### src/rtl/fb_arb_pkg.sv
// Shared types and sizing helpers for the frame-buffer arbiter and its write FIFO.
package fb_arb_pkg;

  typedef enum logic [1:0] {
    GNT_IDLE  = 2'd0,
    GNT_READ  = 2'd1,
    GNT_WRITE = 2'd2
  } grant_t;

  localparam int RD_LATENCY = 3;

  function automatic int fb_depth(input int cols, input int rows);
    return cols * rows;
  endfunction

  function automatic int fb_addr_w(input int cols, input int rows);
    return $clog2(cols * rows);
  endfunction

endpackage

### src/rtl/sync_fifo.sv
// Single-clock FIFO with show-ahead head output; push is ignored when full,
// pop is ignored when empty.
module sync_fifo #(
  parameter int WIDTH = 31,
  parameter int DEPTH = 8,
  localparam int PTR_W = $clog2(DEPTH),
  localparam int CNT_W = $clog2(DEPTH) + 1
) (
  input  logic             clk_i,
  input  logic             reset_ni,
  input  logic             push_i,
  input  logic [WIDTH-1:0] wdata_i,
  input  logic             pop_i,
  output logic [WIDTH-1:0] rdata_o,
  output logic             full_o,
  output logic             empty_o,
  output logic [CNT_W-1:0] count_o
);

  logic [WIDTH-1:0] mem_q [DEPTH];
  logic [PTR_W-1:0] wr_ptr_q, wr_ptr_d;
  logic [PTR_W-1:0] rd_ptr_q, rd_ptr_d;
  logic [CNT_W-1:0] count_q, count_d;
  logic             push_ok;
  logic             pop_ok;

  assign full_o  = (count_q == CNT_W'(DEPTH));
  assign empty_o = (count_q == '0);
  assign count_o = count_q;
  assign rdata_o = mem_q[rd_ptr_q];

  // Guards use the registered count, so a full FIFO refuses a push even on a pop cycle.
  assign push_ok = push_i & ~full_o;
  assign pop_ok  = pop_i & ~empty_o;

  always_comb begin
    wr_ptr_d = wr_ptr_q;
    rd_ptr_d = rd_ptr_q;
    count_d  = count_q;
    if (push_ok) wr_ptr_d = wr_ptr_q + 1'b1;
    if (pop_ok)  rd_ptr_d = rd_ptr_q + 1'b1;
    if (push_ok && !pop_ok)      count_d = count_q + 1'b1;
    else if (!push_ok && pop_ok) count_d = count_q - 1'b1;
  end

  always_ff @(posedge clk_i or negedge reset_ni) begin
    if (!reset_ni) begin
      wr_ptr_q <= '0;
      rd_ptr_q <= '0;
      count_q  <= '0;
    end else begin
      wr_ptr_q <= wr_ptr_d;
      rd_ptr_q <= rd_ptr_d;
      count_q  <= count_d;
    end
  end

  always_ff @(posedge clk_i) begin
    if (push_ok) mem_q[wr_ptr_q] <= wdata_i;
  end

endmodule

### src/rtl/frame_buffer_arbiter.sv
// Single-port frame-buffer arbiter: fixed-latency scan-out reads always win,
// camera writes are queued and drained into idle RAM cycles.
module frame_buffer_arbiter
  import fb_arb_pkg::*;
#(
  parameter int DATA_W         = 12,
  parameter int ACTIVE_COLUMNS = 640,
  parameter int ACTIVE_ROWS    = 480,
  parameter int WR_FIFO_DEPTH  = 8,
  parameter int STARVE_LIMIT   = 64,
  localparam int FB_DEPTH      = fb_depth(ACTIVE_COLUMNS, ACTIVE_ROWS),
  localparam int ADDR_W        = fb_addr_w(ACTIVE_COLUMNS, ACTIVE_ROWS)
) (
  input  logic              clk_i,
  input  logic              reset_ni,
  input  logic              rd_req_i,
  input  logic [ADDR_W-1:0] rd_addr_i,
  output logic              rd_valid_o,
  output logic [DATA_W-1:0] rd_data_o,
  input  logic              wr_valid_i,
  output logic              wr_ready_o,
  input  logic [ADDR_W-1:0] wr_addr_i,
  input  logic [DATA_W-1:0] wr_data_i,
  output logic              wr_drop_o,
  output logic              wr_starve_o,
  output logic              mem_en_o,
  output logic              mem_we_o,
  output logic [ADDR_W-1:0] mem_addr_o,
  output logic [DATA_W-1:0] mem_wdata_o,
  input  logic [DATA_W-1:0] mem_rdata_i
);

  localparam int FIFO_W   = ADDR_W + DATA_W;
  localparam int CNT_W    = $clog2(WR_FIFO_DEPTH) + 1;
  localparam int STARVE_W = $clog2(STARVE_LIMIT + 1);
  localparam int PIPE_W   = RD_LATENCY - 1;

  grant_t              grant_q, grant_d;
  logic [ADDR_W-1:0]   mem_addr_q, mem_addr_d;
  logic [DATA_W-1:0]   mem_wdata_q, mem_wdata_d;
  logic [PIPE_W-1:0]   rd_pipe_q, rd_pipe_d;
  logic                rd_valid_q, rd_valid_d;
  logic [DATA_W-1:0]   rd_data_q, rd_data_d;
  logic                wr_drop_q, wr_drop_d;
  logic                wr_starve_q, wr_starve_d;
  logic [STARVE_W-1:0] starve_cnt_q, starve_cnt_d;
  logic                wr_ready_en_q;

  logic                fifo_push, fifo_pop, fifo_full, fifo_empty;
  logic [FIFO_W-1:0]   fifo_head;
  logic [CNT_W-1:0]    fifo_count;
  logic                wr_fire, wr_in_range;

  // Widened compare keeps FB_DEPTH exact even when it is a power of two.
  assign wr_in_range = ({1'b0, wr_addr_i} < (ADDR_W + 1)'(FB_DEPTH));
  assign wr_ready_o  = wr_ready_en_q & ~fifo_full;
  assign wr_fire     = wr_valid_i & wr_ready_o;
  assign fifo_push   = wr_fire & wr_in_range;

  sync_fifo #(
    .WIDTH (FIFO_W),
    .DEPTH (WR_FIFO_DEPTH)
  ) u_wr_fifo (
    .clk_i    (clk_i),
    .reset_ni (reset_ni),
    .push_i   (fifo_push),
    .wdata_i  ({wr_addr_i, wr_data_i}),
    .pop_i    (fifo_pop),
    .rdata_o  (fifo_head),
    .full_o   (fifo_full),
    .empty_o  (fifo_empty),
    .count_o  (fifo_count)
  );

  always_comb begin
    grant_d      = GNT_IDLE;
    fifo_pop     = 1'b0;
    mem_addr_d   = mem_addr_q;
    mem_wdata_d  = mem_wdata_q;
    if (rd_req_i) begin
      grant_d    = GNT_READ;
      mem_addr_d = rd_addr_i;
    end else if (!fifo_empty) begin
      grant_d     = GNT_WRITE;
      fifo_pop    = 1'b1;
      mem_addr_d  = fifo_head[FIFO_W-1:DATA_W];
      mem_wdata_d = fifo_head[DATA_W-1:0];
    end

    rd_pipe_d  = {rd_pipe_q[PIPE_W-2:0], rd_req_i};
    rd_valid_d = rd_pipe_q[PIPE_W-1];
    rd_data_d  = rd_pipe_q[PIPE_W-1] ? mem_rdata_i : rd_data_q;

    wr_drop_d = wr_fire & ~wr_in_range;

    // Counts cycles the head is blocked; saturates so the sticky flag never re-arms.
    starve_cnt_d = starve_cnt_q;
    if (fifo_count == '0 || fifo_pop) starve_cnt_d = '0;
    else if (starve_cnt_q < STARVE_W'(STARVE_LIMIT)) starve_cnt_d = starve_cnt_q + 1'b1;
    wr_starve_d = wr_starve_q | (starve_cnt_d == STARVE_W'(STARVE_LIMIT));
  end

  always_ff @(posedge clk_i or negedge reset_ni) begin
    if (!reset_ni) begin
      grant_q       <= GNT_IDLE;
      mem_addr_q    <= '0;
      mem_wdata_q   <= '0;
      rd_pipe_q     <= '0;
      rd_valid_q    <= 1'b0;
      rd_data_q     <= '0;
      wr_drop_q     <= 1'b0;
      wr_starve_q   <= 1'b0;
      starve_cnt_q  <= '0;
      wr_ready_en_q <= 1'b0;
    end else begin
      grant_q       <= grant_d;
      mem_addr_q    <= mem_addr_d;
      mem_wdata_q   <= mem_wdata_d;
      rd_pipe_q     <= rd_pipe_d;
      rd_valid_q    <= rd_valid_d;
      rd_data_q     <= rd_data_d;
      wr_drop_q     <= wr_drop_d;
      wr_starve_q   <= wr_starve_d;
      starve_cnt_q  <= starve_cnt_d;
      wr_ready_en_q <= 1'b1;
    end
  end

  // RAM strobes decode straight from the registered grant.
  assign mem_en_o    = (grant_q != GNT_IDLE);
  assign mem_we_o    = (grant_q == GNT_WRITE);
  assign mem_addr_o  = mem_addr_q;
  assign mem_wdata_o = mem_wdata_q;
  assign rd_valid_o  = rd_valid_q;
  assign rd_data_o   = rd_data_q;
  assign wr_drop_o   = wr_drop_q;
  assign wr_starve_o = wr_starve_q;

endmodule

### config.mk
export PLATFORM = sky130hd
export DESIGN_NAME = frame_buffer_arbiter
export DESIGN_NICKNAME = d
export VERILOG_FILES = /design/src/rtl/fb_arb_pkg.sv /design/src/rtl/sync_fifo.sv /design/src/rtl/frame_buffer_arbiter.sv
export SDC_FILE = /design/constraint.sdc
export NUM_CORES = 1
export LEC_CHECK = 0
export ABC_AREA = 1
export CORE_MARGIN = 3
export CORE_UTILIZATION = 57
export CTS_CLUSTER_SIZE = 12
export DETAILED_ROUTE_END_ITERATION = 8
export GPL_TIMING_DRIVEN = 1
export PLACE_DENSITY = 0.75
export SYNTH_ARGS = -nofsm -noshare
export SYNTH_HDL_FRONTEND = slang
export SYNTH_HIERARCHICAL = 1
export SYNTH_SLANG_ARGS = --single-unit
### constraint.sdc
create_clock -name clk_i -period 4.04 [get_ports clk_i]
set_input_delay 0.606 -clock clk_i [delete_from_list [all_inputs] [get_ports clk_i]]
set_output_delay 0.606 -clock clk_i [all_outputs]
set_load 0.05 [all_outputs]
==> results of run 1 <==
## area by class of cell
type,count,area (um^2),area share
tap,280,350.3,0.02310
timing repair buffer,132,1284,0.08466
inverter,29,113.9,0.007509
multi-input combinational,769,3376,0.2226
clock inverter,5,46.29,0.003053
sequential,315,9129,0.6020
clock buffer,52,864.6,0.05702
## path summary, 6_finish.rpt
check	startpoint	to	slack, ns	depth (start not counted)
max	u_wr_fifo/count_o[0]$_DFFE_PN0P_	wr_ready_o	1.16	5
min	reset_ni	rd_data_o[11]$_DFFE_PN0P_	0.23	1
max reg2reg	u_wr_fifo/count_o[0]$_DFFE_PN0P_	u_wr_fifo/mem_q[2][29]$_DFFE_PP_	1.27	11
min reg2reg	rd_pipe_q[0]$_DFF_PN0_	rd_pipe_q[1]$_DFF_PN0_	0.40	0
max in group asynchronous	reset_ni	mem_addr_o[13]$_DFFE_PN0P_	2.94	2
min in group clk_i	rd_pipe_q[0]$_DFF_PN0_	rd_pipe_q[1]$_DFF_PN0_	0.40	0
## power groups by stage
stage | registers [W] | logic [W] | clock network (W)
floorplan | 0.00459 | 0.00214 | 0
global placement | 0.00415 | 0.00353 | 0
detailed placement | 0.00416 | 0.00359 | 0
CTS | 0.00410 | 0.00363 | 0.00268
global route | 0.00414 | 0.00400 | 0.00281
finish | 0.00410 | 0.00364 | 0.00263
## stage by stage
stage | cells | hold WS, ns | utilization | worst slack [ns] | power, W
CTS | 1582 | 0.2552 | 0.6884 | 1.121 | 0.01040
floorplan | 1168 | 0.3104 | - | 0.3536 | 0.006733
global route | 1582 | 0.3097 | 0.6884 | 0.9308 | 0.01096
finish | 1582 | 0.2280 | 0.6884 | 1.160 | 0.01037
detailed placement | 1525 | 0.3874 | 0.6471 | 0.6179 | 0.007748
global placement | 1525 | 0.3797 | 0.6471 | 0.7144 | 0.007678
## layer usage
metal,routed length [um],vias up,share of wire,GRT usage
met5,7,-,0.00025,0
met4,517,2,0.018,0.06753
met1,11760,4154,0.42,0.3251
met3,2505,53,0.089,0.03816
met2,13420,387,0.48,0.3767
li1,-,4121,-,-
## placed cells by master, fill, tap and decap left out, types with 2 or more instances in the layout
cell type,n
nand2_1,483
clkinv_1,3
buf_4,17
o21ai_1,61
o21ai_0,69
clkdlybuf4s50_1,113
clkbuf_1,20
ha_1,6
dfrtp_1,65
edfxtp_1,248
inv_2,3
or2_2,2
inv_1,25
clkbuf_16,31
nor2_4,9
nor2_1,78
mux2_2,12
nand3_1,30
o21bai_1,2
a21oi_1,5
xnor2_1,4
## cell families (layout without fill, tap and decap cells)
kind of cell | Yosys count | in the layout | synth area share
and+or+nand+nor | 606 | 606 | 0.1810
DFF | 315 | 315 | 0.7062
AOI/OAI and AO/OA | 138 | 138 | 0.05414
buffers and inverters | 84 | 218 | 0.03709
muxes | 12 | 12 | 0.01046
adders and majority gates | 7 | 7 | 0.007361
xor gates and xnor gates | 5 | 5 | 0.003390
other | 1 | 1 | 0.0002903
## registers in the layout (all words and copies together) (netlist names)
name / cells
rd_valid_o: 1
u_wr_fifo/count_o: 4
wr_starve_o: 1
starve_cnt_q: 7
grant_q: 1
rd_pipe_q: 2
mem_wdata_o: 12
wr_drop_o: 1
u_wr_fifo/rd_ptr_q: 3
u_wr_fifo/wr_ptr_q: 3
wr_ready_en_q: 1
u_wr_fifo/mem_q: 248
mem_addr_o: 19
rd_data_o: 12
## synthesized netlist by cell type (all sizes together) (4+ instances only)
cell type / number
a21oi: 6
clkbuf: 11
xnor2: 4
mux2: 12
nand3: 30
o21ai: 130
ha: 6
nand2: 484
dfrtp: 67
inv: 29
buf: 44
nor2: 88
edfxtp: 248
==> summary.md, run 1 <==
| Metric | Value |
|---|---|
| Outcome | finished, final reports clean |
| PwrDens | 683.6 nW/um^2 |
| Critical Path Start Type | register |
| Yosys cell types | 33 |
| Max Cap Viol | 0 |
| Share of cells above drive strength 1 | 0.06528 |
| First-pass GRT wire length | 44.48 mm |
| Crit path DAT | about 2.3 ns |
| Ys async rst share | 0.2127 |
| Clk_skew | around 0.011 ns |
| Avg Cell Area, Syn | about 11 um^2 |
| Total track usage | 0.2308 |
| Largest fanout on the critical path | 6 |
| Crit path largest cell delay | 0.84 ns |
| Net Sw Frac | 0.3801 |
| Root buf cell | clkbuf_16 |
| Synth Instances | 1168 |
| CP cell instances | nor2_1 > nand3_1 > inv_1 > nor2_1 > clkdlybuf4s50_1 |
| TritonCTS Buffers | 31 |
| Fin. Hold Viols | 0 |
| Vias per cell | 5.510 |
| Critical Path Most Common Cell | nor2_1 |
| Final setup fails | 0 |
| Sequential power share | 0.395 |
| P_sw | around 0.0039 W |
| Wirelength per Cell | between 15 and 20 um |
| Die height | 156.5 um |
| Max_slew headroom | 0.3181 |
| ANT nets after route | 0 |
| Initial antenna violation count | 1 |
| Clk slew on worst S/H paths | 0.06 ns |
| CP endpoint kind | output port |
| Ant. Diodes | 0 |
| Comb pwr share | 0.351 |
| Synth Register Bits | ~320 |
| Clk_lat worst skew | 0.55 ns |
| Number of synthesized flops with an enable pin | 248 |
| Post-route cell area | 15160 um^2 |
| Area contributors post-synth | edfxtp_1 58%, nand2_1 14%, dfrtp_1 13% |
| WS Path Type | register to output port |
| CTS max path bufs | 3 |
| DRT Wirelength | 28.21 mm |
| Drt initial violations | 995 |
| Static leakage power | about 6 nW |
| Core ar. | 22030 um^2 |
| Measured slew at the worst slew-check pin | between 1 and 1.5 ns |
| Gpl congestion | around 0.8 |
| Post-CTS Setup Bufs | 0 |
| Clk pwr share | 0.254 |
| Slowest-stage cell, CP | clkdlybuf4s50_1 |
| Synth warnings | 6 |
| Post_cts resized | 0 |
| Register area share after synthesis | 0.7062 |
| DP Wirelength | 16.51 mm |
| Row count | 54 |
| Cell area after synthesis | 12920 um^2 |
| Nets | roughly 1400 |
| Largest net degree at the start of global routing | 126 |
| # hold bufs at CTS | 0 |
| CTS HTree Levels | 1 |
| Worst Hold Class | primary input to async pin |
| Vias in the first global route | 8412 |
| # fillers | around 1600 |
| # IOs | about 120 |
| Syn_nets | approximately 1200 |
| Max-slew violation count | 0 |
| Quantity of I/O buffers inserted on ports | approximately 110 |
| Starting Density | 0.5865 |
| Placed Area | 14250 um^2 |
| Width of the die | 156.5 um |
| Internal | 0.006426 W |
| Drt drc | 0 |
| WP data required | 3.43 ns |
| Die area | 24510 um^2 |
| Synth Flop Type | edfxtp_1 |
| Crit path time final | 2.880 ns |
| Top cell type by total area after synthesis | edfxtp_1 |
| P&R area growth vs syn | 17.38% |
| Setup TNS | 0 ns |
| CTS tree | yes |
| Top Family by Delay on Critical Path | buffers and inverters |
| RSZ-0062 raised after global routing | false |
| Maximum vdd ir drop | ~460 uV |
| Clk sinks | 315 |
| Post-synth top area share | 0.5765 |
| Buf/Inv on CP | 2 |
| Max Freq | 347.2 MHz |
| TritonRoute pass-1 iters | 5 |
| Grt total ovfl | 0 |
| Routed via count | between 8000 and 9000 |
| Period utilization | 0.7129 |
(Power assumes the default switching activity.)
==> run 2, diff against run 1 <==
==> constraint.sdc (replaced) <==
create_clock -name clk_i -period 2.7 [get_ports clk_i]
set_input_delay 0.405 -clock clk_i [delete_from_list [all_inputs] [get_ports clk_i]]
set_output_delay 0.405 -clock clk_i [all_outputs]
set_load 0.05 [all_outputs]
==> summary.md, run 2 (synthesized netlist as in run 1, its figures left out) <==
| Metric | Value |
|---|---|
| Quantity of I/O buffers inserted on ports | 114 (unchanged) |
| Starting Density | 0.5865 (unchanged) |
| Commonest non-fill, non-tap cell in the layout | nand2_1 |
| CTS tree | yes |
| Measured slew at the worst slew-check pin | 1.196 ns (+0.1742 ns) |
| Post-route cell area | 15660 um^2 (+3.3%) |
| Vias per cell | 5.498 (-0.21%) |
| Fin. Hold Viols | 7 (+7) |
| Clk_lat worst skew | 0.50 ns (-0.05 ns) |
| Share of cells above drive strength 1 | 0.09091 (+0.02562) |
| P&R area growth vs syn | 21.20% |
| Grt total ovfl | 0 (unchanged) |
| Most frequent cells in the layout | 483 x nand2_1, 248 x edfxtp_1, 112 x clkdlybuf4s50_1 |
| Max_slew headroom | 0.2021 (-0.1160) |
| Tot Pwr | 0.01602 W (+55%) |
| # fillers | 1530 (-2.9%) |
| Root buf cell | clkbuf_16 |
| Final hold slack | -0.007701 ns (-0.2357 ns) |
| Crit path time final | 2.374 ns |
| Crit Reg-Reg Startpoint | u_wr_fifo/count_o[0]$_DFFE_PN0P_ |
| TritonRoute pass-1 iters | 5 (unchanged) |
| Routed via count | 8858 (+1.6%) |
| Maximum vdd ir drop | 879.3 uV (+91%) |
| CTS HTree Levels | 2 (+1) |
| Critical Path Start Type | register |
| Area of the multi-input gates | 3383 um^2 (+0.22%) |
| Violated checks | negative hold slack |
| Biggest register | u_wr_fifo/mem_q |
| DP Wirelength | 17.86 mm (+8.2%) |
| DRT Wirelength | 29.46 mm (+4.4%) |
| Clk_skew | 0.01833 ns (+0.007363 ns) |
| Post-CTS Setup Bufs | 0 (unchanged) |
| R2r setup slk | 0.33 ns (-0.94 ns) |
| Largest net degree at the start of global routing | 126 (unchanged) |
| TritonCTS Buffers | 34 (+9.7%) |
| Clk pwr share | 0.272 (+0.018) |
| Clk slew on worst S/H paths | 0.06 ns (about the same) |
| P_sw | 0.005887 W (+49%) |
| Max-slew violation count | 0 (unchanged) |
| Placement Setup Slack | 0.05019 ns (-0.5677 ns) |
| Total track usage | 0.2438 (+0.01299) |
| ANT nets after route | 0 (unchanged) |
| Number of flip-flops in the largest register | 248 (unchanged) |
| RSZ-0062 raised after global routing | false |
| Comb pwr share | 0.352 (about the same) |
| Row count | 54 (unchanged) |
| WP data required | 3.09 ns (-0.34 ns) |
| Clk sinks | 315 (unchanged) |
| Drt drc | 0 (unchanged) |
| Nets | 1380 (+2.1%) |
| Drt initial violations | 754 (-24%) |
| Vias in the first global route | 8919 (+6.0%) |
| Period utilization | 0.8794 |
| # hold bufs at CTS | 0 (unchanged) |
| FF-to-FF path depth | 16 (+5) |
| Fin worst setup slack | 0.3257 ns (-0.8343 ns) |
| WS Path Type | register to register |
| Die height | 156.5 um (unchanged) |
| PwrDens | 1023 nW/um^2 (+50%) |
| Crit path DAT | 2.76 ns (+0.49 ns) |
| Core ar. | 22030 um^2 (unchanged) |
| RR Endpoint | u_wr_fifo/count_o[3]$_DFFE_PN0P_ |
| Final setup fails | 0 (unchanged) |
| Ant. Diodes | 0 (unchanged) |
| CP endpoint kind | register |
| Largest fanout on the critical path | 6 (unchanged) |
| Die area | 24510 um^2 (unchanged) |
| Setup TNS | 0 ns (unchanged) |
| Worst Hold Class | primary input to async pin |
| Max Freq | roughly 420 MHz |
| Gpl congestion | 0.7722 (-5.1%) |
| First-pass GRT wire length | 46.61 mm (+4.8%) |
| Net Sw Frac | 0.3676 (-0.01249) |
| Internal | 0.01013 W (+58%) |
| Placed Area | 14610 um^2 (+2.5%) |
| Sequential cell area | 9129 um^2 (unchanged) |
| Max Cap Viol | 0 (unchanged) |
| # IOs | 115 (unchanged) |
| Initial antenna violation count | 0 (-1) |
| Width of the die | 156.5 um (unchanged) |
| Outcome | complete, but fails checks |
| CTS max path bufs | 3 (unchanged) |
| Sequential power share | 0.376 (-0.019) |
| Static leakage power | 6.211 nW (+4.2%) |
| Wirelength per Cell | 18.29 um (+2.5%) |
run 2: changes by cell type in the layout (fill, tap and decap cells not counted), moves of 2 or more:
cell,previous run,this run
clkbuf_16,31,35
buf_12,1,13
inv_6,1,3
clkbuf_1,20,16
clkbuf_8,1,4
clkinv_1,3,1
buf_4,17,32
run 2: final cells by class:
| cell class | instances | share of cell area |
|---|---|---|
| flip-flops and latches | 315 | 0.5830 |
| multi-input cells | 769 | 0.2161 |
| repair buffers | 158 | 0.1044 |
| clock buffers | 55 | 0.06329 |
| well taps | 280 | 0.02237 |
| inverters | 29 | 0.007272 |
| clock inverters | 5 | 0.003596 |
run 2: power groups by stage:
stage                     clock network [W]  logic [W]  registers, W
final                               0.00436    0.00565       0.00602
after floorplan                           0    0.00325       0.00686
after global placement                    0    0.00550       0.00609
after global routing                0.00464    0.00620       0.00607
after CTS                           0.00443    0.00565       0.00602
after detailed placement                  0    0.00560       0.00611
run 2: timing repair:
item                                    4_1_cts  5_1_grt
gates resized for setup                       0        1
endpoints found under the setup margin        0        1
endpoints found under the hold margin         0        0
run 2: worst max path at each step:
stage	start	to	depth (start not counted)
6_report	u_wr_fifo/count_o[0]$_DFFE_PN0P_	u_wr_fifo/count_o[3]$_DFFE_PN0P_	16
5_1_grt	u_wr_fifo/count_o[0]$_DFFE_PN0P_	u_wr_fifo/count_o[3]$_DFFE_PN0P_	18
4_1_cts	u_wr_fifo/count_o[0]$_DFFE_PN0P_	wr_ready_o	5
3_5_place_dp	wr_addr_i[13]	u_wr_fifo/count_o[2]$_DFFE_PN0P_	12
3_3_place_gp	wr_addr_i[13]	u_wr_fifo/count_o[3]$_DFFE_PN0P_	14
2_1_floorplan	u_wr_fifo/count_o[0]$_DFFE_PN0P_	u_wr_fifo/mem_q[0][0]$_DFFE_PP_	10
run 2: per-stage QoR:
step / std cells / utilization
3_3_place_gp: 1551 / 0.6632
4_1_cts: 1611 / 0.7107
6_report: 1611 / 0.7109
3_5_place_dp: 1551 / 0.6632
5_1_grt: 1611 / 0.7109
2_1_floorplan: 1168 / -
run 2: metal layers:
layer / vias to the layer above / global-route usage / wire length, um
met5: - / 0 / 0
met3: 55 / 0.05780 / 2480
met4: 0 / 0.06794 / 578
met1: 4218 / 0.3186 / 11760
met2: 397 / 0.4133 / 14640
li1: 4188 / - / -
run 2: critical path, stage by stage, from the launching register on:
cell     delay, ns
dfrtp_1       0.47
nor2_1        0.10
nand3_1       0.12
inv_1         0.08
nor2_4        0.10
nand2_1       0.07
a21oi_1       0.12
nand2_1       0.08
inv_1         0.08
ha_1          0.18
inv_1         0.06
ha_1          0.28
or2_2         0.27
nand2_1       0.07
nand2_1       0.05
nand3_1       0.08
nand2_1       0.05
==> run 3, diff against run 2 <==
--- a/config.mk
+++ b/config.mk
@@ -10,6 +10,7 @@
 export CORE_UTILIZATION = 57
 export CTS_CLUSTER_SIZE = 12
 export DETAILED_ROUTE_END_ITERATION = 8
+export GPL_ROUTABILITY_DRIVEN = 0
 export GPL_TIMING_DRIVEN = 1
 export PLACE_DENSITY = 0.75
 export SYNTH_ARGS = -nofsm -noshare
==> results of run 3 <==
Final layout, timing and power as in run 2 (identical DEF).
